$ cat src/rtl/svm_feature_packer_pkg.sv
// -----------------------------------------------------------------------------
// svm_feature_packer_pkg
// Shared defaults, state types and helpers for the SVM feature packer.
//   DEF_*        : default parameter values for the packer and quantizer
//   ceil_log2    : elaboration-time helper for index counter widths
//   asm_state_e  : assembly FSM states
//   out_state_e  : output register occupancy states
// -----------------------------------------------------------------------------
package svm_feature_packer_pkg;

    localparam int DEF_NBITS     = 5;
    localparam int DEF_F_WIDTH   = 4;
    localparam int DEF_RAW_WIDTH = 16;
    localparam int DEF_SHIFT     = 11;

    // Constant-only use: sizes the feature index counter at elaboration.
    // Never returns less than 1 so the counter always has at least one bit.
    function automatic int ceil_log2(input int value);
        int result;
        result = 1;
        for (int i = 1; i < 31; i++) begin
            if ((1 << i) < value) begin
                result = i + 1;
            end
        end
        return result;
    endfunction

    typedef enum logic {
        ASM_FILL = 1'b0,
        ASM_HOLD = 1'b1
    } asm_state_e;

    typedef enum logic {
        OUT_EMPTY = 1'b0,
        OUT_VALID = 1'b1
    } out_state_e;

endpackage

$ cat src/rtl/svm_feature_packer_quant.sv
// -----------------------------------------------------------------------------
// svm_feature_quant
// Combinational quantizer: floor arithmetic shift of a signed raw feature,
// then saturation to a signed NBITS result.
//   raw_feature : signed raw feature, RAW_WIDTH bits
//   q_feature   : quantized two's-complement feature, NBITS bits
//   q_sat       : high when the shifted value was clamped
// -----------------------------------------------------------------------------
module svm_feature_quant
    import svm_feature_packer_pkg::*;
#(
    parameter int NBITS     = DEF_NBITS,
    parameter int RAW_WIDTH = DEF_RAW_WIDTH,
    parameter int SHIFT     = DEF_SHIFT
) (
    input  logic signed [RAW_WIDTH-1:0] raw_feature,
    output logic        [NBITS-1:0]     q_feature,
    output logic                        q_sat
);

    localparam logic signed [31:0] Q_MAX = 32'sd2 ** (NBITS - 1) - 32'sd1;
    localparam logic signed [31:0] Q_MIN = -(32'sd2 ** (NBITS - 1));

    logic signed [RAW_WIDTH-1:0] shifted;
    logic signed [31:0]          shifted_ext;

    // >>> on a signed operand rounds toward negative infinity.
    assign shifted     = raw_feature >>> SHIFT;
    assign shifted_ext = 32'(shifted);

    always_comb begin
        q_feature = shifted_ext[NBITS-1:0];
        q_sat     = 1'b0;
        if (shifted_ext > Q_MAX) begin
            q_feature = Q_MAX[NBITS-1:0];
            q_sat     = 1'b1;
        end else if (shifted_ext < Q_MIN) begin
            q_feature = Q_MIN[NBITS-1:0];
            q_sat     = 1'b1;
        end
    end

endmodule

$ cat src/rtl/svm_feature_packer.sv
// -----------------------------------------------------------------------------
// svm_feature_packer
// Quantizes a stream of signed raw features and packs F_WIDTH of them into
// one vector for the SVM classifier. An assembly register fills while the
// output register holds a finished vector, so one extra frame can be absorbed
// while the SVM stalls.
//   clk, rst      : clock, asynchronous active-high reset
//   raw_feature   : signed raw feature
//   raw_valid     : raw feature valid
//   raw_last      : marks the final feature of a frame
//   raw_ready     : packer can accept (depends on state only)
//   out_features  : packed vector, feature 0 in the low NBITS bits
//   fout_valid    : vector valid toward the SVM
//   fout_ready    : SVM accepts the vector
//   out_sat       : some feature of the presented vector saturated
//   frame_err     : one-cycle pulse after a misaligned raw_last
//
// state      | meaning
// -----------+---------------------------------------------------------------
// ASM_FILL   | accepting features into the assembly register
// ASM_HOLD   | assembly register full, waiting for the output register
// OUT_EMPTY  | no vector presented
// OUT_VALID  | vector presented, held stable until released
// -----------------------------------------------------------------------------
module svm_feature_packer
    import svm_feature_packer_pkg::*;
#(
    parameter int NBITS       = DEF_NBITS,
    parameter int F_WIDTH     = DEF_F_WIDTH,
    parameter int LOG_F_WIDTH = ceil_log2(F_WIDTH),
    parameter int RAW_WIDTH   = DEF_RAW_WIDTH,
    parameter int SHIFT       = DEF_SHIFT
) (
    input  logic                         clk,
    input  logic                         rst,
    input  logic signed [RAW_WIDTH-1:0]  raw_feature,
    input  logic                         raw_valid,
    input  logic                         raw_last,
    output logic                         raw_ready,
    output logic [NBITS*F_WIDTH-1:0]     out_features,
    output logic                         fout_valid,
    input  logic                         fout_ready,
    output logic                         out_sat,
    output logic                         frame_err
);

    localparam int                     VEC_W    = NBITS * F_WIDTH;
    localparam logic [LOG_F_WIDTH-1:0] LAST_IDX = LOG_F_WIDTH'(F_WIDTH - 1);

    asm_state_e               asm_state_q, asm_state_d;
    out_state_e               out_state_q, out_state_d;
    logic [LOG_F_WIDTH-1:0]   fidx_q, fidx_d;
    logic [VEC_W-1:0]         asm_vec_q, asm_vec_d;
    logic                     asm_sat_q, asm_sat_d;
    logic [VEC_W-1:0]         out_vec_q, out_vec_d;
    logic                     out_sat_q, out_sat_d;
    logic                     frame_err_q, frame_err_d;

    logic [NBITS-1:0]         q_feature;
    logic                     q_sat;
    logic                     accept;
    logic                     release_out;
    logic                     out_free;
    logic                     at_last;
    logic [VEC_W-1:0]         cur_vec;
    logic                     cur_sat;
    logic                     load_out;
    logic [VEC_W-1:0]         load_vec;
    logic                     load_sat;

    svm_feature_quant #(
        .NBITS     (NBITS),
        .RAW_WIDTH (RAW_WIDTH),
        .SHIFT     (SHIFT)
    ) u_quant (
        .raw_feature (raw_feature),
        .q_feature   (q_feature),
        .q_sat       (q_sat)
    );

    assign raw_ready    = (asm_state_q == ASM_FILL);
    assign fout_valid   = (out_state_q == OUT_VALID);
    assign out_features = out_vec_q;
    assign out_sat      = out_sat_q;
    assign frame_err    = frame_err_q;

    assign accept      = raw_valid && raw_ready;
    assign release_out = fout_valid && fout_ready;
    assign out_free    = (out_state_q == OUT_EMPTY) || release_out;
    assign at_last     = (fidx_q == LAST_IDX);

    // Assembly contents with the current feature already written, so a frame
    // completing this cycle can go straight to the output register.
    always_comb begin
        cur_vec = asm_vec_q;
        for (int i = 0; i < F_WIDTH; i++) begin
            if (fidx_q == LOG_F_WIDTH'(i)) begin
                cur_vec[i*NBITS +: NBITS] = q_feature;
            end
        end
        cur_sat = asm_sat_q | q_sat;
    end

    always_comb begin
        asm_state_d = asm_state_q;
        fidx_d      = fidx_q;
        asm_vec_d   = asm_vec_q;
        asm_sat_d   = asm_sat_q;
        frame_err_d = 1'b0;
        load_out    = 1'b0;
        load_vec    = cur_vec;
        load_sat    = cur_sat;

        case (asm_state_q)
            ASM_FILL: begin
                if (accept) begin
                    if (at_last && raw_last) begin
                        fidx_d    = '0;
                        asm_sat_d = 1'b0;
                        if (out_free) begin
                            load_out = 1'b1;
                        end else begin
                            asm_vec_d   = cur_vec;
                            asm_sat_d   = cur_sat;
                            asm_state_d = ASM_HOLD;
                        end
                    end else if (at_last || raw_last) begin
                        // Misaligned frame: drop what was gathered so far.
                        fidx_d      = '0;
                        asm_sat_d   = 1'b0;
                        frame_err_d = 1'b1;
                    end else begin
                        asm_vec_d = cur_vec;
                        asm_sat_d = cur_sat;
                        fidx_d    = fidx_q + LOG_F_WIDTH'(1);
                    end
                end
            end
            ASM_HOLD: begin
                if (out_free) begin
                    load_out    = 1'b1;
                    load_vec    = asm_vec_q;
                    load_sat    = asm_sat_q;
                    asm_sat_d   = 1'b0;
                    asm_state_d = ASM_FILL;
                end
            end
            default: begin
                asm_state_d = ASM_FILL;
            end
        endcase
    end

    // A load on the release cycle keeps the register VALID with new contents.
    always_comb begin
        out_state_d = out_state_q;
        out_vec_d   = out_vec_q;
        out_sat_d   = out_sat_q;
        if (load_out) begin
            out_state_d = OUT_VALID;
            out_vec_d   = load_vec;
            out_sat_d   = load_sat;
        end else if (release_out) begin
            out_state_d = OUT_EMPTY;
        end
    end

    always_ff @(posedge clk or posedge rst) begin
        if (rst) begin
            asm_state_q <= ASM_FILL;
            out_state_q <= OUT_EMPTY;
            fidx_q      <= '0;
            asm_vec_q   <= '0;
            asm_sat_q   <= 1'b0;
            out_vec_q   <= '0;
            out_sat_q   <= 1'b0;
            frame_err_q <= 1'b0;
        end else begin
            asm_state_q <= asm_state_d;
            out_state_q <= out_state_d;
            fidx_q      <= fidx_d;
            asm_vec_q   <= asm_vec_d;
            asm_sat_q   <= asm_sat_d;
            out_vec_q   <= out_vec_d;
            out_sat_q   <= out_sat_d;
            frame_err_q <= frame_err_d;
        end
    end

endmodule

$ cat config.mk
export PLATFORM = sky130hd
export DESIGN_NAME = svm_feature_packer
export DESIGN_NICKNAME = d
export VERILOG_FILES = /design/src/rtl/svm_feature_packer_pkg.sv /design/src/rtl/svm_feature_packer_quant.sv /design/src/rtl/svm_feature_packer.sv
export SDC_FILE = /design/constraint.sdc
export NUM_CORES = 1
export LEC_CHECK = 0
export BUFFER_PORTS_ARGS = -buffer_cell sky130_fd_sc_hd__buf_2
export CORE_ASPECT_RATIO = 1.25
export CORE_MARGIN = 1.5
export CORE_UTILIZATION = 49
export DETAILED_ROUTE_END_ITERATION = 12
export GPL_ROUTABILITY_DRIVEN = 0
export PLACE_DENSITY = 0.75
export SLEW_MARGIN = 20
export SYNTH_ARGS = -nofsm -noshare
export SYNTH_HDL_FRONTEND = slang
export SYNTH_HIERARCHICAL = 1
export SYNTH_SLANG_ARGS = --single-unit
$ cat constraint.sdc
create_clock -name clk -period 1.8 [get_ports clk]
set_input_delay 0.18 -clock clk [delete_from_list [all_inputs] [get_ports clk]]
set_output_delay 0.18 -clock clk [all_outputs]
set_load 0.05 [all_outputs]
== After elaboration in Yosys (flattened, before gate mapping) ==
Index checks and enable logic that the tools add are counted.
Storage, ports and cells
  flip-flop bits (word level): 47
  bits in read-only memories: 0
  latch bits: 0
  memory bits (writable): 0
  output and inout port bits: 24
  memories kept: 0
Operators by class
  muxes and demuxes: 36
  equal/unequal tests: 6
  divide/modulo/power cells: 0
  order comparisons: 2
  reduce and logical (&&, ||, !) cells: 10
  bitwise operators: 3
  $add $sub $neg: 1
  shift-type cells: 0
  multiply operators: 0
Operator list (number)
  20-bit 2-to-1 mux: 4
  5-bit 2-to-1 mux: 6
  1-bit 2-to-1 mux: 21
  1-bit one-hot mux with 2 select lines: 3
  5-bit > comparator, second input constant: 1
  5-bit less-than comparator, second input constant: 1
  2-bit == test, second input constant: 2
  2-bit 2-to-1 mux: 2
  2-bit by 1-bit != test with 1-bit output, second input constant: 2
  2-bit AND reduction: 2
  1-bit logical AND: 3
  3-bit AND reduction: 1
  2-bit by 1-bit adder with 2-bit output, second input constant: 1
  2-bit by 1-bit == test with 1-bit output, second input constant: 1
  2-bit zero test: 1
  1-bit logical OR: 2
  2-bit != test, second input constant: 1
  1-bit inverter: 2
  2-bit nonzero test: 1
  1-bit OR: 1

== Logic depth before layout (Yosys ltp) ==
Gate-level depths: netlist of the first run.
  word-level depth: 8
  mapped depth: 6
  gate-level depth less buffers: 6

== Modules after synthesis ==
Netlist of the first run, hierarchy kept.
Modules (own cells, without submodules)
  svm_feature_packer: cells an instance 154, area an instance 2264.7 um2, instances 1, seq. area each 1176.1 um2
  svm_feature_quant: cells an instance 7, area an instance 30.0 um2, instances 1, seq. area each 0.0 um2

== Least setup slack after synthesis of the first run ==
Ideal clock, no wire load.
  path kind: flip-flop to flip-flop
  start: register fidx_q[0]
  end: register asm_vec_q[11]
  stages on the path, launching flop included: 6
  arrival: 1790 ps
  buffers on the path: 0
  library setup time: 125 ps
  slack: -114 ps
  cell sequence: dfrtp_1 -> ha_1 -> inv_1 -> ha_1 -> a2111oi_4 -> mux2_2
On the way
  longest elaborated chain between the ends: 4
RTL lines
  from (decl): RTL line svm_feature_packer.sv:52  | logic [LOG_F_WIDTH-1:0] fidx_q, fidx_d;
  from (signal assigned): RTL line svm_feature_packer.sv:181  | fidx_q <= fidx_d;
  2-bit == test (on tied branches): RTL line svm_feature_packer.sv:90, svm_feature_packer.sv:97
  1-bit logical AND (tied with other cells): RTL line svm_feature_packer.sv:117  | if (at_last && raw_last) begin
  2-bit != test (no source line) (tied with other cells)
  3-bit AND reduction (no source line) / 20-bit 2-to-1 mux (equally long branches)
  to (signal assigned): RTL line svm_feature_packer.sv:182  | asm_vec_q <= asm_vec_d;
  to (decl): RTL line svm_feature_packer.sv:53  | logic [VEC_W-1:0] asm_vec_q, asm_vec_d;
Several ways; a longest one is shown, not always the timed one. The select of a mux whose other input is x is not followed.
A chain may end at the register's enable or synchronous reset.

== Worst setup path in the final report of the first run ==
  start: register fidx_q[0]
  end: register asm_vec_q[10]
The elaborated chain is that of the path after synthesis.

==> results.txt, run 1 <==
clock tree root driver cell = clkbuf_8
wire per inst = 16.2 um
cell count after synthesis = 161
largest net degree at the start of global routing = 48
Net Count, Synth = 188
Post-Route WL = 4380 um
CTS clk-pin slew, worst paths = 0.08 ns
Worst Path Required = 1.99 ns
Synth Area in Simple Gates = 4.85%
Layout Nets = 238
Peak VDD IR = 1130 uV
core area = 4460 um^2
Seq/Total Area, Yosys = 51.3%
Tot GR Track Use = 18.4%
max-slew violations = 0
YS warnings = 6
mux cell area share after synthesis = 29.4%
status = complete, but fails checks
Longest Clk Path Bufs = 2
max-cap violations = 0
register area = 1180 um^2
Die H = 79.5 um
Slew @ Worst Pin = 0.573 ns
IO Count = 45
Inserted Clock Buffers = 5
cell mode on critical path = ha_4
IO Port Bufs = 33
Crit Path Class = reg -> reg
design area = 2890 um^2
row count = 27
GRT Residual Overflow = 0
Rel. slew slack = 61.8%
ANT nets after route = 0
Initial Util = 51.5%
clock sinks = 47
largest family of logic cells by synthesized area = multiplexers
Final Hold Fails = 0
CP max stage delay = 0.44 ns
Die X = 64.2 um
crit share post-route = 101%
EDFF count, synth = 0
crit path capture type = flop
clk_lat worst skew = 0.29 ns
Compound-Gate Fraction of Synth Area = 7.25%
vias in the first global route = 1490
1st-iter DRT viols = 25
crit path DAT = 2.00 ns
Pre-Repair DR Iteration Count = 4
Unique masters post-synth = 23
Design Power = 4.58 mW
H-tree levels = 2
post-route minimum period = 1.82 ns
Avg Synthesized Cell Area = 14.3 um^2
Synth Cell Area = 2290 um^2
drc violations = 0
slowest CP cell = dfrtp_1
Worst setup SP type = flop
failing checks = negative setup slack
CTS Hold Buffers Added = 0
Clock Skews = 0.00545 ns
CTS tree = yes
layout cell share with drive strength beyond 1 = 57.1%
Reg2Reg Depth = 5
final setup vio count = 8
initial antenna violation count = 0
critical-path cell list = ha_4 > ha_4 > a2111oi_4 > buf_6 > mux2_4
Post-Synth Adder-Cell Area = 3.27%
Pleak = 1.37 nW
Worst Hold Class = in -> async
Die Area = 5110 um^2
ys async rst share = 100%
setup ws final = -0.0167 ns
total number of vias = 1405
PD cells = 1590 nW/um^2
max frequency = 550 MHz
multi-input logic area = 1140 um^2
unrepaired setup endpoints after global routing = true
Inserted Diodes = 0
via-per-instance ratio = 5.20
# fillers = 341
Final HPWL DP = 3110 um
synthesis-to-layout area growth = 26.0%
Synth Area in XOR/XNOR = 0%
post-synthesis sequential element count = 47
CP max FO = 7
first-pass GRT wire length = 7020 um
Synth Flop Type = dfrtp_1
Post-DP Area = 2620 um^2
worst max-delay path, delay by kind of cell (launching register included):
kind | cells | cell delay (ns)
muxes | 1 | 0.31
AOI/OAI and AO/OA | 1 | 0.35
adders and majority gates | 2 | 0.42
buffers and inverters | 1 | 0.20
DFF | 1 | 0.44
kinds of logic after synthesis:
family	after synthesis
DFF	47
muxes	60
adders and majority gates	6
other	1
and+or+nand+nor	16
buffers and inverters	18
AOI/OAI and AO/OA	13
metal layers:
metal | up-vias | share of wire [%] | global-route usage (%)
met2 | 29 | 53 | 33.6
met3 | 7 | 3.0 | 3.39
met4 | 0 | 2.1 | 7.02
met1 | 712 | 42 | 21.1
met5 | - | 0 | 0
li1 | 657 | - | -
registers in the layout, indices dropped and copies added, names as in the netlist:
register and count:
asm_vec_q 20, out_features 20, frame_err 1, out_sat 1, asm_sat_q 1, asm_state_q 1
fidx_q 2, fout_valid 1
synthesized netlist by cell type, drive strengths merged (3+ instances only):
master | count | area, um^2
clkbuf | 5 | 18.8
nand2b | 5 | 53.8
dfrtp | 47 | 1180
nand2 | 3 | 11.3
inv | 9 | 33.8
ha | 6 | 75.1
o21ai | 3 | 15.0
nor2b | 3 | 18.8
a2111oi | 4 | 110
a21oi | 3 | 18.8
buf | 4 | 33.8
mux2 | 60 | 676
cell type report:
class | instances | area share (%)
Clock inverter | 3 | 2.34
Sequential cell | 47 | 40.7
Multi-Input combinational cell | 96 | 39.5
Inverter | 9 | 1.26
Clock buffer | 5 | 2.38
Tap cell | 58 | 2.51
Timing Repair Buffer | 52 | 11.3
what timing repair did:
item	4_1_cts	5_1_grt
buffers inserted	2	1
endpoints found under the setup margin	40	39
pin swaps	4	1
resized for setup	13	15
power breakdown:
| part | total (mW) | leakage [nW] | internal, mW | switching (mW) |
|---|---|---|---|---|
| logic | 1.98 | 0.706 | 0.771 | 1.21 |
| clock network | 0.894 | 0.0644 | 0.553 | 0.341 |
| registers | 1.70 | 0.600 | 1.49 | 0.211 |
per-stage QoR:
step | setup slack (ns) | utilization (%) | hold WS (ns) | instances | TNS (ns)
2_1_floorplan | -0.0296 | - | 0.316 | 161 | -0.0987
3_3_place_gp | -0.161 | 58.8 | 0.346 | 259 | -3.04
3_5_place_dp | -0.211 | 58.8 | 0.358 | 259 | -4.51
4_1_cts | 0.00177 | 63.4 | 0.0283 | 269 | 0
5_1_grt | -0.0601 | 64.8 | 0.0660 | 270 | -0.582
6_report | -0.0167 | 64.8 | 0.00315 | 270 | -0.0671
cell usage in the layout (no fill, tap or decap), drive strengths merged, types with 2 or more instances in the layout:
cell,synthesis,layout
ha,6,6
mux2,60,60
nand2,3,3
dfrtp,47,47
a211oi,2,2
bufinv,0,2
o21ai,3,3
clkbuf,5,5
a2111oi,4,4
nand2b,5,5
nor2b,3,3
buf,4,52
a21oi,3,3
nor2,2,2
inv,9,8
final timing paths:
path | from | end | slack [ns]
max | fidx_q[0]$_DFFE_PP0P_ | asm_vec_q[10]$_DFFE_PP0P_ | -0.02
min | rst | out_features[0]$_DFFE_PP0P_ | 0.003
max reg2reg | fidx_q[0]$_DFFE_PP0P_ | asm_vec_q[10]$_DFFE_PP0P_ | -0.02
min reg2reg | out_features[7]$_DFFE_PP0P_ | out_features[7]$_DFFE_PP0P_ | 0.48
max in group asynchronous | rst | fout_valid$_DFFE_PP0P_ | 1.36
min in group clk | raw_feature[11] | asm_vec_q[0]$_DFFE_PP0P_ | 0.23
Note: power is estimated with default switching activity, not from simulation.
==> inputs of run 2 (changes only) <==
Settings changed: CORE_ASPECT_RATIO 1.25 to 1.4.
==> run 2 against run 1 <==
Against the previous run: the flow still finishes with violations (negative setup slack); clock power fell by 31%; non-clock buffer count did not move; sequential share of layout area fell by 0.83 points; critical path type unchanged; largest cell class is now multi-input combinational cells; largest power group unchanged; highest routed layer unchanged.
==> results.txt, run 2 (same netlist as run 1, synthesis figures left out) <==
Tot GR Track Use = 18.9%
Worst Path Required = 1.98 ns
Longest Clk Path Bufs = 2
CP max FO = 6
GR peak layer = met2
max-slew violations = 0
post-route minimum period = 1.83 ns
Design Power = 4.55 mW
row count = 29
Worst Hold Class = in -> reg
met2 usage = 33.5%
H-tree levels = 2
Inserted Diodes = 0
1st-iter DRT viols = 31
initial antenna violation count = 0
multi-input logic area = 1220 um^2
IO Count = 45
wire per inst = 18.2 um
PD cells = 1540 nW/um^2
final setup vio count = 7
clk_lat worst skew = 0.30 ns
core area = 4500 um^2
Final HPWL DP = 3230 um
post-placement cell count = 263
largest net degree at the start of global routing = 21
clock sinks = 47
max frequency = 546 MHz
clock tree root driver cell = clkbuf_8
unrepaired setup endpoints after global routing = true
vias in the first global route = 1467
met3 Use GR = 4.19%
crit path DAT = 2.01 ns
GRT Residual Overflow = 0
Layout Nets = 238
max-cap violations = 0
Clock Skews = 0.0107 ns
# fillers = 334
Final Hold Fails = 0
Die X = 60.8 um
CTS clk-pin slew, worst paths = 0.09 ns
Crit Path Class = reg -> reg
Die Area = 5110 um^2
Pleak = 1.38 nW
crit share post-route = 102%
Post-CTS Setup Repair Bufs = 0
total number of vias = 1408
via-per-instance ratio = 5.14
register area = 1180 um^2
failing checks = negative setup slack
setup ws final = -0.0326 ns
Layout Utilization = 65.6%
ANT nets after route = 0
drc violations = 0
Worst setup SP type = flop
status = complete, but fails checks
Post-Route WL = 5000 um
synthesis-to-layout area growth = 28.6%
setup_tns = -0.115 ns
first-pass GRT wire length = 7130 um
Die H = 84.0 um
Initial Util = 51.0%
IO Port Bufs = 33
Inserted Clock Buffers = 5
Pre-Repair DR Iteration Count = 4
crit path capture type = flop
Peak VDD IR = 927 uV
commonest non-fill, non-tap cells in the layout = dfrtp_1 (46), buf_2 (33), mux2_4 (32)
most common cell after layout, fill and taps aside = dfrtp_1
met1 usage = 21.6%
CTS tree = yes
layout cell share with drive strength beyond 1 = 66.0%
Post-Layout Cell Count = 274
[run 2: cell count changes in the layout (fill, tap and decap cells not counted), moves of 2 or more]
cell and delta:
clkbuf_1 +2, mux2_4 +21, buf_4 -2, bufinv_16 -2, mux2_1 -21
[run 2: final timing paths]
kind                                                  start                          end  slack (ns)  cells after the start
worst max-delay path                  fidx_q[0]$_DFFE_PP0P_     asm_vec_q[8]$_DFFE_PP0P_       -0.03                      5
worst min-delay path                        raw_feature[13]     asm_vec_q[2]$_DFFE_PP0P_        0.23                      2
worst max register to register        fidx_q[0]$_DFFE_PP0P_     asm_vec_q[8]$_DFFE_PP0P_       -0.03                      5
worst min register to register  out_features[9]$_DFFE_PP0P_  out_features[9]$_DFFE_PP0P_        0.51                      1
max in group asynchronous                               rst     asm_vec_q[4]$_DFFE_PP0P_        0.78                      4
min in group asynchronous                               rst          frame_err$_DFF_PP0_        0.41                      3
[run 2: report_power, final]
| part | internal, mW | switching [mW] | total [mW] | leakage (nW) |
|---|---|---|---|---|
| clock | 0.273 | 0.342 | 0.615 | 0.0422 |
| sequential | 1.50 | 0.244 | 1.74 | 0.600 |
| combinational | 0.938 | 1.26 | 2.19 | 0.736 |
| total | 2.71 | 1.84 | 4.55 | 1.38 |
[run 2: area by class of cell]
cell class | count | area share [%]
clock buffers | 7 | 2.59
clock inverters | 1 | 0.170
inverters | 9 | 1.23
multi-input cells | 96 | 41.4
flip-flops and latches | 47 | 39.9
well taps | 62 | 2.63
repair buffers | 52 | 12.0
[run 2: critical path, cell delays in order, from the launching register on]
cell and delay, ns:
dfrtp_1 0.43, ha_4 0.21, ha_4 0.22, a2111oi_4 0.29
buf_4 0.21, mux2_2 0.34
[run 2: metrics by stage]
| stage | cell area [um^2] | setup slack (ns) | hold WS (ns) |
|---|---|---|---|
| detailed placement | 2640 | -0.132 | 0.210 |
| CTS | 2790 | 0.00611 | 0.220 |
| floorplan | 2320 | -0.0296 | 0.316 |
| finish | 2950 | -0.0326 | 0.234 |
| global placement | 2640 | -0.0598 | 0.208 |
| global route | 2950 | -0.0677 | 0.239 |
[run 2: what timing repair did]
item                       4_1_cts  5_1_grt
gates resized for setup         15       32
hold buffers                     1        0
hold endpoints to repair        18        0
setup endpoints to repair       40       38
gates cloned                     0        2
pin swaps                        3        2
[run 2: metal layers]
| layer | up-vias | share of wire, % |
|---|---|---|
| li1 | 656 | - |
| met1 | 718 | 41 |
| met2 | 27 | 55 |
| met3 | 7 | 2.2 |
| met4 | 0 | 1.7 |
| met5 | - | 0 |
